$ cat config.mk
export PLATFORM = sky130hd
export DESIGN_NAME = fa_bist_engine
export DESIGN_NICKNAME = d
export VERILOG_FILES = /design/src/rtl/fa_bist_pkg.sv /design/src/rtl/fa_bist_engine.sv
export SDC_FILE = /design/constraint.sdc
export NUM_CORES = 1
export LEC_CHECK = 0
export ABC_AREA = 0
export CAP_MARGIN = 20
export CORE_MARGIN = 3
export CORE_UTILIZATION = 30
export DETAILED_ROUTE_END_ITERATION = 10
export GPL_ROUTABILITY_DRIVEN = 1
export PLACE_DENSITY = 0.54
export SYNTH_ARGS = -nofsm -noshare
export SYNTH_HDL_FRONTEND = slang
export SYNTH_SLANG_ARGS = --single-unit
$ cat constraint.sdc
create_clock -name clk -period 2.4 [get_ports clk]
set_clock_uncertainty 0.2 [all_clocks]
set_input_delay 0.48 -clock clk [delete_from_list [all_inputs] [get_ports clk]]
set_output_delay 0.48 -clock clk [all_outputs]
set_load 0.01 [all_outputs]
$ cat src/rtl/fa_bist_pkg.sv
// Shared types and the full-adder reference used by the fa_bist_engine self-test.
package fa_bist_pkg;

    typedef enum logic [1:0] {
        IDLE  = 2'd0,
        WAIT  = 2'd1,
        CHECK = 2'd2,
        DONE  = 2'd3
    } state_t;

    localparam logic [2:0] VEC_LAST = 3'd7;

    // Golden full-adder response for input vector {a,b,c}, returned as {sum,carry}.
    function automatic logic [1:0] fa_expect(input logic [2:0] v);
        logic s_v;
        logic co_v;
        s_v  = v[2] ^ v[1] ^ v[0];
        co_v = (v[2] & v[1]) | (v[1] & v[0]) | (v[0] & v[2]);
        return {s_v, co_v};
    endfunction

endpackage

$ cat src/rtl/fa_bist_engine.sv
// On-chip self-test for a full adder: walks all eight {a,b,c} vectors,
// compares sum/carry against the reference and reports pass, error count and first failure.
module fa_bist_engine
    import fa_bist_pkg::*;
#(
    parameter int SETTLE_CYCLES = 1,
    parameter int ERR_CNT_W     = 4
) (
    input  logic                 clk,
    input  logic                 rst_n,
    input  logic                 start,
    output logic                 a,
    output logic                 b,
    output logic                 c,
    input  logic                 sum,
    input  logic                 carry,
    output logic                 busy,
    output logic                 done,
    output logic                 pass,
    output logic [ERR_CNT_W-1:0] err_count,
    output logic [2:0]           first_fail
);

    localparam int                   CNT_W       = $clog2(SETTLE_CYCLES + 1);
    localparam logic [CNT_W-1:0]     SETTLE_LAST = CNT_W'(SETTLE_CYCLES - 1);
    localparam logic [ERR_CNT_W-1:0] ERR_MAX     = {ERR_CNT_W{1'b1}};

    state_t                 state_r, state_s;
    logic [2:0]             vec_r, vec_s;
    logic [CNT_W-1:0]       cnt_r, cnt_s;
    logic                   busy_r, busy_s;
    logic                   done_r, done_s;
    logic                   pass_r, pass_s;
    logic [ERR_CNT_W-1:0]   err_r, err_s;
    logic [2:0]             ff_r, ff_s;
    logic                   seen_r, seen_s;
    logic                   mis_s;

    // The driven vector doubles as {a,b,c}; it is already a register.
    assign a          = vec_r[2];
    assign b          = vec_r[1];
    assign c          = vec_r[0];
    assign busy       = busy_r;
    assign done       = done_r;
    assign pass       = pass_r;
    assign err_count  = err_r;
    assign first_fail = ff_r;

    // Next-state and next-output logic; busy/done are precomputed so the outputs stay registered.
    always_comb begin
        state_s = state_r;
        vec_s   = vec_r;
        cnt_s   = cnt_r;
        err_s   = err_r;
        ff_s    = ff_r;
        seen_s  = seen_r;
        pass_s  = pass_r;
        busy_s  = 1'b0;
        done_s  = 1'b0;
        mis_s   = 1'b0;
        case (state_r)
            IDLE: begin
                if (start) begin
                    state_s = WAIT;
                    vec_s   = 3'd0;
                    cnt_s   = '0;
                    err_s   = '0;
                    ff_s    = 3'd0;
                    seen_s  = 1'b0;
                    pass_s  = 1'b0;
                    busy_s  = 1'b1;
                end else begin
                    state_s = IDLE;
                end
            end
            WAIT: begin
                busy_s = 1'b1;
                if (cnt_r == SETTLE_LAST) begin
                    state_s = CHECK;
                end else begin
                    cnt_s = cnt_r + CNT_W'(1);
                end
            end
            CHECK: begin
                // !== so that an unknown response is flagged rather than silently matching.
                mis_s = ({sum, carry} !== fa_expect(vec_r));
                if (mis_s) begin
                    seen_s = 1'b1;
                    if (err_r == ERR_MAX) begin
                        err_s = err_r;
                    end else begin
                        err_s = err_r + ERR_CNT_W'(1);
                    end
                    if (!seen_r) begin
                        ff_s = vec_r;
                    end else begin
                        ff_s = ff_r;
                    end
                end else begin
                    seen_s = seen_r;
                end
                if (vec_r == VEC_LAST) begin
                    state_s = DONE;
                    done_s  = 1'b1;
                    pass_s  = !(seen_r || mis_s);
                end else begin
                    state_s = WAIT;
                    vec_s   = vec_r + 3'd1;
                    cnt_s   = '0;
                    busy_s  = 1'b1;
                end
            end
            DONE: begin
                state_s = IDLE;
            end
            default: begin
                state_s = IDLE;
            end
        endcase
    end

    // State and output registers.
    always_ff @(posedge clk or negedge rst_n) begin
        if (!rst_n) begin
            state_r <= IDLE;
            vec_r   <= 3'd0;
            cnt_r   <= '0;
            busy_r  <= 1'b0;
            done_r  <= 1'b0;
            pass_r  <= 1'b0;
            err_r   <= '0;
            ff_r    <= 3'd0;
            seen_r  <= 1'b0;
        end else begin
            state_r <= state_s;
            vec_r   <= vec_s;
            cnt_r   <= cnt_s;
            busy_r  <= busy_s;
            done_r  <= done_s;
            pass_r  <= pass_s;
            err_r   <= err_s;
            ff_r    <= ff_s;
            seen_r  <= seen_s;
        end
    end

endmodule

==> run summary, run 1 <==
The number of rows in the core area came out at 17. The share of the clock period used by the worst path after layout came out at 93.49%. The synthesized instance count is 67. The routed wire length per instance is 13.85 µm. The number of buffers added on ports is 17.

The count of cells resized by post-cts repair is 0. The top cell type's share of synthesized area came out at 51.28%. The HPWL after detailed placement is 1214 µm. The number of global-route vias before repair came to 606. Along the worst path, the maximum fanout reaches 8. The final hold slack came out at 0.3126 ns. In the post-synthesis netlist, the biggest area contributors are dfrtp_1 (51%), ha_1 (4.8%), a32o_1 (3.8%), a311oi_4 (3.4%), a22o_1 (3.4%).

The count of antenna diodes in the layout came out at 0. Setup repair after global routing left no endpoint under its margin. The floorplan die height came out at 57.02 µm. In this run the deepest clock path goes through 2 buffers.

The cell area power density came out at 1200 nW/µm². The initial antenna violation count is 0. The count of antenna-violating nets left after detailed routing came out at 0. The flow ran to the end, and the final reports show no timing, DRC or antenna violations. The first global-routing pass estimated 2808 µm of wire. The clock-pin transition on the worst setup and hold timing paths came out at 0.09 ns. The final period demand of the worst path is 2.244 ns. Summed over all layers, the global routing overflow is 0.

The cell count of the worst reg-to-reg path came out at 5. The worst setup path is captured at a flop. The area of the die is 3251 µm². The cell chosen for the clock root is clkbuf_4. After synthesis, the most frequently instantiated cells are dfrtp_1 (16), nand2_1 (6), a21oi_1 (4), nor2_1 (4), o21ai_0 (4). The via count is 624.

The iteration count of the initial detailed-routing pass is 2. Once the clock tree was built, the setup fixing pass inserted 0 buffers. Setup violations remaining at the end of the flow were counted as 0.

The type of the tightest min-delay check is reg -> reg. The largest net degree at the start of global routing is 17. Cells with a size suffix above 1 make up 12.22% of the layout. Buffers inserted to repair hold after CTS numbered 0.

The maximum vdd drop came out at 663.9 µV. The critical path data required time is 2.38 ns. The number of max-cap violations is 0.

The number of fill cells is 231. At the later pin of the worst-skew pair, clock insertion delay measures 0.28 ns. By instance count, the leading cell after synthesis is dfrtp_1. The synthesized netlist occupies a cell area of 780.7 µm².

For this design the top-level I/O count stands at 18. The first-iteration detailed-routing DRC count is 3. The final weighted congestion of routability-driven global placement came out at 0.7471. The arrival time of data at the critical path endpoint came out at 2.22 ns.

STA classifies the critical path startpoint as a flop. The area growth from synthesis to layout is 31.57%. Synthesis inferred 16 register bits. The number of cells traversed by the worst hold path is 1. The overall fraction of global-route tracks in use came out at 11.16%. The area of the core region came out at 2340 µm². The headroom to the max-slew limit came out at 70.98%. The clock sink count came out at 16.

TritonCTS built the clock tree. The number of buffers created by CTS came out at 3. The number of flops mapped to enable cells by yosys is 0. The number of max-slew violations in the final report was 0.

The count of synthesis-stage warnings from yosys came out at 0. The mean cell area of the mapped netlist is 11.65 µm². For this design the static power due to leakage is 0.0004599 µW.

The starting utilization of the core area came out at 33.37%. The net count of the finished layout is 101. The highest clock frequency the design can meet is 0.4457 GHz. For the pin with the worst max-slew slack, the measured transition is 0.4353 ns. Summed over all instances, the cell type with the most area after synthesis is dfrtp_1. In the routed layout, each cell is associated on average with a via count of 5.288. The count of cell types in the netlist is 28. The count of unresolved DRC violations after routing is 0. The number of H-tree levels came out at 1. The final layout contains routed wiring with a total length of 1634 µm.

In the synthesized netlist the dominant register cell turns out to be dfrtp_1. Counting every net in the synthesized netlist gives 76. The die extent in x is 57.02 µm. The proportion of register bits with asynchronous set or reset after synthesis is 100.0%.

The final sum of negative setup slack is 0 ns. The sequential-to-total area share from yosys stat is 51.28%. The critical setup path kind is reg -> reg. The count of endpoints failing hold in the final timing report is 0.
## worst paths after layout
path                       slack, ns            end          start
max in group asynchronous       1.50       vec_r[1]          rst_n
hold / removal                  0.31  first_fail[2]  first_fail[2]
hold reg to reg                 0.31  first_fail[2]  first_fail[2]
min in group asynchronous       0.32   err_count[3]          rst_n
setup / recovery                0.16  first_fail[0]       vec_r[2]
setup reg to reg                0.16  first_fail[0]       vec_r[2]
## cell usage in the layout, fill, tap and decap left out, types with 4 or more instances in the layout
master,netlist,final
nor2_1,4,4
o21ai_0,4,4
nand2_1,6,6
dfrtp_1,16,16
buf_4,0,4
a21oi_1,4,4
clkdlybuf4s50_1,0,17
## cell families after synthesis
| family | count (synthesis) | share of synthesized area, % |
|---|---|---|
| flip-flops | 16 | 51.28 |
| XOR/XNOR | 2 | 2.244 |
| AO/OA/AOI/OAI | 22 | 22.92 |
| AND/OR/NAND/NOR | 18 | 11.06 |
| adder cells (fa/ha/maj) | 4 | 7.372 |
| multiplexers | 2 | 2.724 |
| buffers and inverters | 3 | 2.404 |
## routing by layer
layer / GRT usage [%] / share of wire, % / vias to the layer above
met3: 5.430 / 7.0 / 2
met4: 1.987 / 0.49 / 0
met2: 15.99 / 41 / 15
li1: - / - / 300
met1: 15.50 / 51 / 307
met5: 0 / 0 / -
## power breakdown
part / internal (µW) / total [µW] / switching, µW
registers: 358 / 465 / 107
clock network: 58.2 / 138 / 79.5
logic: 320 / 630 / 310
## worst max-delay path, stage by stage (launching register included)
cell,delay [ns]
dfrtp_1,0.41
fa_1,0.50
xnor2_1,0.20
a311oi_4,0.49
nand2_2,0.12
a32o_1,0.22
## cell type report
type | instances | area [µm²] | area share [%]
Clock buffer | 3 | 22.52 | 2.192
Inverter | 2 | 7.507 | 0.7308
Multi-Input combinational cell | 48 | 361.6 | 35.20
Sequential cell | 16 | 400.4 | 38.98
Tap cell | 28 | 35.03 | 3.410
Timing Repair Buffer | 21 | 200.2 | 19.49
## registers in the layout, summed over array words and instances, names as in the netlist
name and cells:
err_count 4, first_fail 3, vec_r 3, state_r 2, busy 1, done 1, pass 1, seen_r 1
## per-stage QoR
step / util [%] / cell area [µm²] / power [µW] / instances / setup WS, ns
floorplan: - / 780.7 / 864.4 / 67 / 0.2070
global placement: 42.94 / 1005 / 1103 / 115 / 0.1729
detailed placement: 42.94 / 1005 / 1100 / 115 / 0.1656
CTS: 43.90 / 1027 / 1247 / 118 / 0.1501
global route: 43.90 / 1027 / 1337 / 118 / 0.05509
finish: 43.90 / 1027 / 1233 / 118 / 0.1562
Power figures use the tool's default switching activity.
==> inputs of run 2 (changes only) <==
--- a/config.mk
+++ b/config.mk
@@ -7,7 +7,7 @@
 export LEC_CHECK = 0
 export ABC_AREA = 0
 export CAP_MARGIN = 20
-export CORE_MARGIN = 3
+export CORE_MARGIN = 5
 export CORE_UTILIZATION = 30
 export DETAILED_ROUTE_END_ITERATION = 10
 export GPL_ROUTABILITY_DRIVEN = 1
==> run summary, run 2 (synthesis results as in run 1) <==
The critical setup path kind is reg -> reg. The via count came out at 638. The highest clock frequency the design can meet came out at 0.4503 GHz. The maximum vdd drop came out at 463.7 µV.

The number of H-tree levels is 1. The count of unresolved DRC violations after routing is 0. The power after layout is 1265 µW. Leaving out fill and tap cells, the most frequent cell in the layout is clkdlybuf4s50_1. STA classifies the critical path endpoint as a flop. For this block, the initial DRC count from the detailed router was 7. The flow ran to the end, and the final reports show no timing, DRC or antenna violations. The cell chosen for the clock root is clkbuf_4. Summed over all failing endpoints, the final setup total negative slack is 0 ns. For this run, the post-layout net count is 100. In the layout the commonest cells are clkdlybuf4s50_1 (17), dfrtp_1 (16), nand2_1 (6). The count of endpoints failing hold in the final timing report is 0. Summed over all nets, the switching power comes to 502.0 µW. The longest clock path from root to sink contains 2 buffers. The area of the core region is 2477 µm². The floorplan die height came out at 61.02 µm. Dividing the detail-routed via count by the number of cells gives 5.317. Traced cell by cell, the critical path runs through fa_1 -> xnor2_1 -> a311oi_4 -> buf_4 -> a32o_1. Setup violations remaining at the end of the flow were counted as 0.

Setup repair after global routing left no endpoint under its margin. The worst path in the final design needs a cycle of 2.221 ns, including I/O delays and setup. In this run the cell area measured after placement is 999.7 µm². The share of the clock period used by the worst path after layout came out at 92.53%.

The number of setup buffers added after CTS came out at 0. The initial antenna violation count is 0. The count of antenna-violating nets left after detailed routing came out at 0. The internal power of the cells came out at 763.4 µW. The number of global-route vias before repair came out at 605. The slowest stage of the critical path is the fa_1 cell. Sequential cells account for 38.1% of the total power. The relative contribution of the clock network to total power came out at 14.1%.

The post-detailed-placement half-perimeter wirelength is 1248 µm. The number of max-cap violations is 0. The die extent in x came out at 61.02 µm. The post-layout utilization of the core came out at 41.82%. Summed over all layers, the routed wires come to 1642 µm. The count of cells resized by post-cts repair is 0.

The arrival time of data at the critical path endpoint came out at 2.21 ns. The clock sink count is 16. The maximum fanout along the worst path is 5. For this run, the slowest stage of the critical path takes 0.48 ns. The clock insertion delay at the later pin of the skew report came out at 0.30 ns. Entering global routing, the biggest net connects 17 pins. The clock-pin transition on the worst setup and hold timing paths is 0.09 ns. In this run, CTS created clock tree buffers numbering 3. During placement, the flow inserted port buffers numbering 17. On the final layout, the worst hold slack is 0.2924 ns.

The total congestion overflow after global routing came out at 0. The first-pass GRT wire length came out at 2677 µm. The cell area power density is 1221 nW/µm². The combinational group share of total power came out at 47.8%. Routability-driven placement finished with a final weighted congestion of 0.7024. The hold-fix buffer count after cts is 0. In this run switching power makes up 39.67% of total power. The final design area excluding fillers is 1036 µm². The iteration count of the initial detailed-routing pass came out at 4. The path class of the tightest hold or removal check is in -> async.

The area of the die came out at 3723 µm². The sort of element at the start of the critical path is a flop. The number of max-slew violations in the final report is 0. The count of antenna diodes in the layout came out at 0. The boundary pin count came out at 18. The overall fraction of global-route tracks in use is 10.10%. The headroom to the max-slew limit is 72.06%. The slew at the pin with the worst max-slew slack is 0.4162 ns. At the worst endpoint, the required time is 2.38 ns.

The routed wire length per instance is 13.68 µm. The area growth from synthesis to layout is 32.69%. TritonCTS built the clock tree. In the final layout, the share of cells above drive strength 1 is 12.22%. The number of rows in the core area is 18. The register with the most flip-flops in the layout has 4 of them. The starting utilization of the core area came out at 31.52%. The leakage power summed over all cells is 0.0004616 µW.
-- run 2: worst max-delay path: cells and delay by family (launching register included) --
| kind | cells | cell delay [ns] |
|---|---|---|
| DFF | 1 | 0.44 |
| AOI/OAI and AO/OA | 2 | 0.41 |
| xor gates and xnor gates | 1 | 0.39 |
| adders and majority gates | 1 | 0.48 |
| buffers and inverters | 1 | 0.19 |
-- run 2: per-layer routing --
| layer | track usage [%] | wire, µm | vias up |
|---|---|---|---|
| met5 | 0 | 0 | - |
| li1 | - | - | 299 |
| met3 | 3.983 | 81 | 4 |
| met1 | 12.61 | 749 | 320 |
| met4 | 5.573 | 41 | 0 |
| met2 | 14.96 | 769 | 15 |
-- run 2: layout make-up --
cell class,instances,area [µm²]
Tap cell,30,37.54
Clock buffer,4,36.28
Timing Repair Buffer,20,192.7
Inverter,2,7.507
Fill cell,248,1441
Multi-Input combinational cell,48,361.6
Sequential cell,16,400.4
-- run 2: final timing paths --
path,startpoint,end,slack [ns],depth (start not counted)
max reg2reg,vec_r[1],first_fail[2],0.18,5
min,rst_n,err_count[0],0.29,2
min in group clk,first_fail[2],first_fail[2],0.32,1
min reg2reg,first_fail[2],first_fail[2],0.32,1
max,vec_r[1],first_fail[2],0.18,5
max in group asynchronous,rst_n,vec_r[0],1.52,2
-- run 2: power groups by stage --
stage / combinational [µW] / sequential [µW] / clock, µW
2_1_floorplan: 387 / 478 / 0
3_3_place_gp: 609 / 486 / 0
6_report: 605 / 482 / 178
4_1_cts: 614 / 481 / 186
5_1_grt: 672 / 502 / 196
3_5_place_dp: 613 / 485 / 0
-- run 2: through the flow --
stage | setup slack (ns) | instances
2_1_floorplan | 0.2070 | 67
3_3_place_gp | 0.1834 | 116
3_5_place_dp | 0.1694 | 116
4_1_cts | 0.1617 | 120
5_1_grt | 0.04955 | 120
6_report | 0.1793 | 120
==> inputs of run 3 (changes only) <==
--- a/config.mk
+++ b/config.mk
@@ -12,6 +12,7 @@
 export DETAILED_ROUTE_END_ITERATION = 10
 export GPL_ROUTABILITY_DRIVEN = 1
 export PLACE_DENSITY = 0.54
+export SKIP_LAST_GASP = 1
 export SYNTH_ARGS = -nofsm -noshare
 export SYNTH_HDL_FRONTEND = slang
 export SYNTH_SLANG_ARGS = --single-unit
==> results of run 3 <==
Final layout, timing and power as in run 2 (identical DEF).
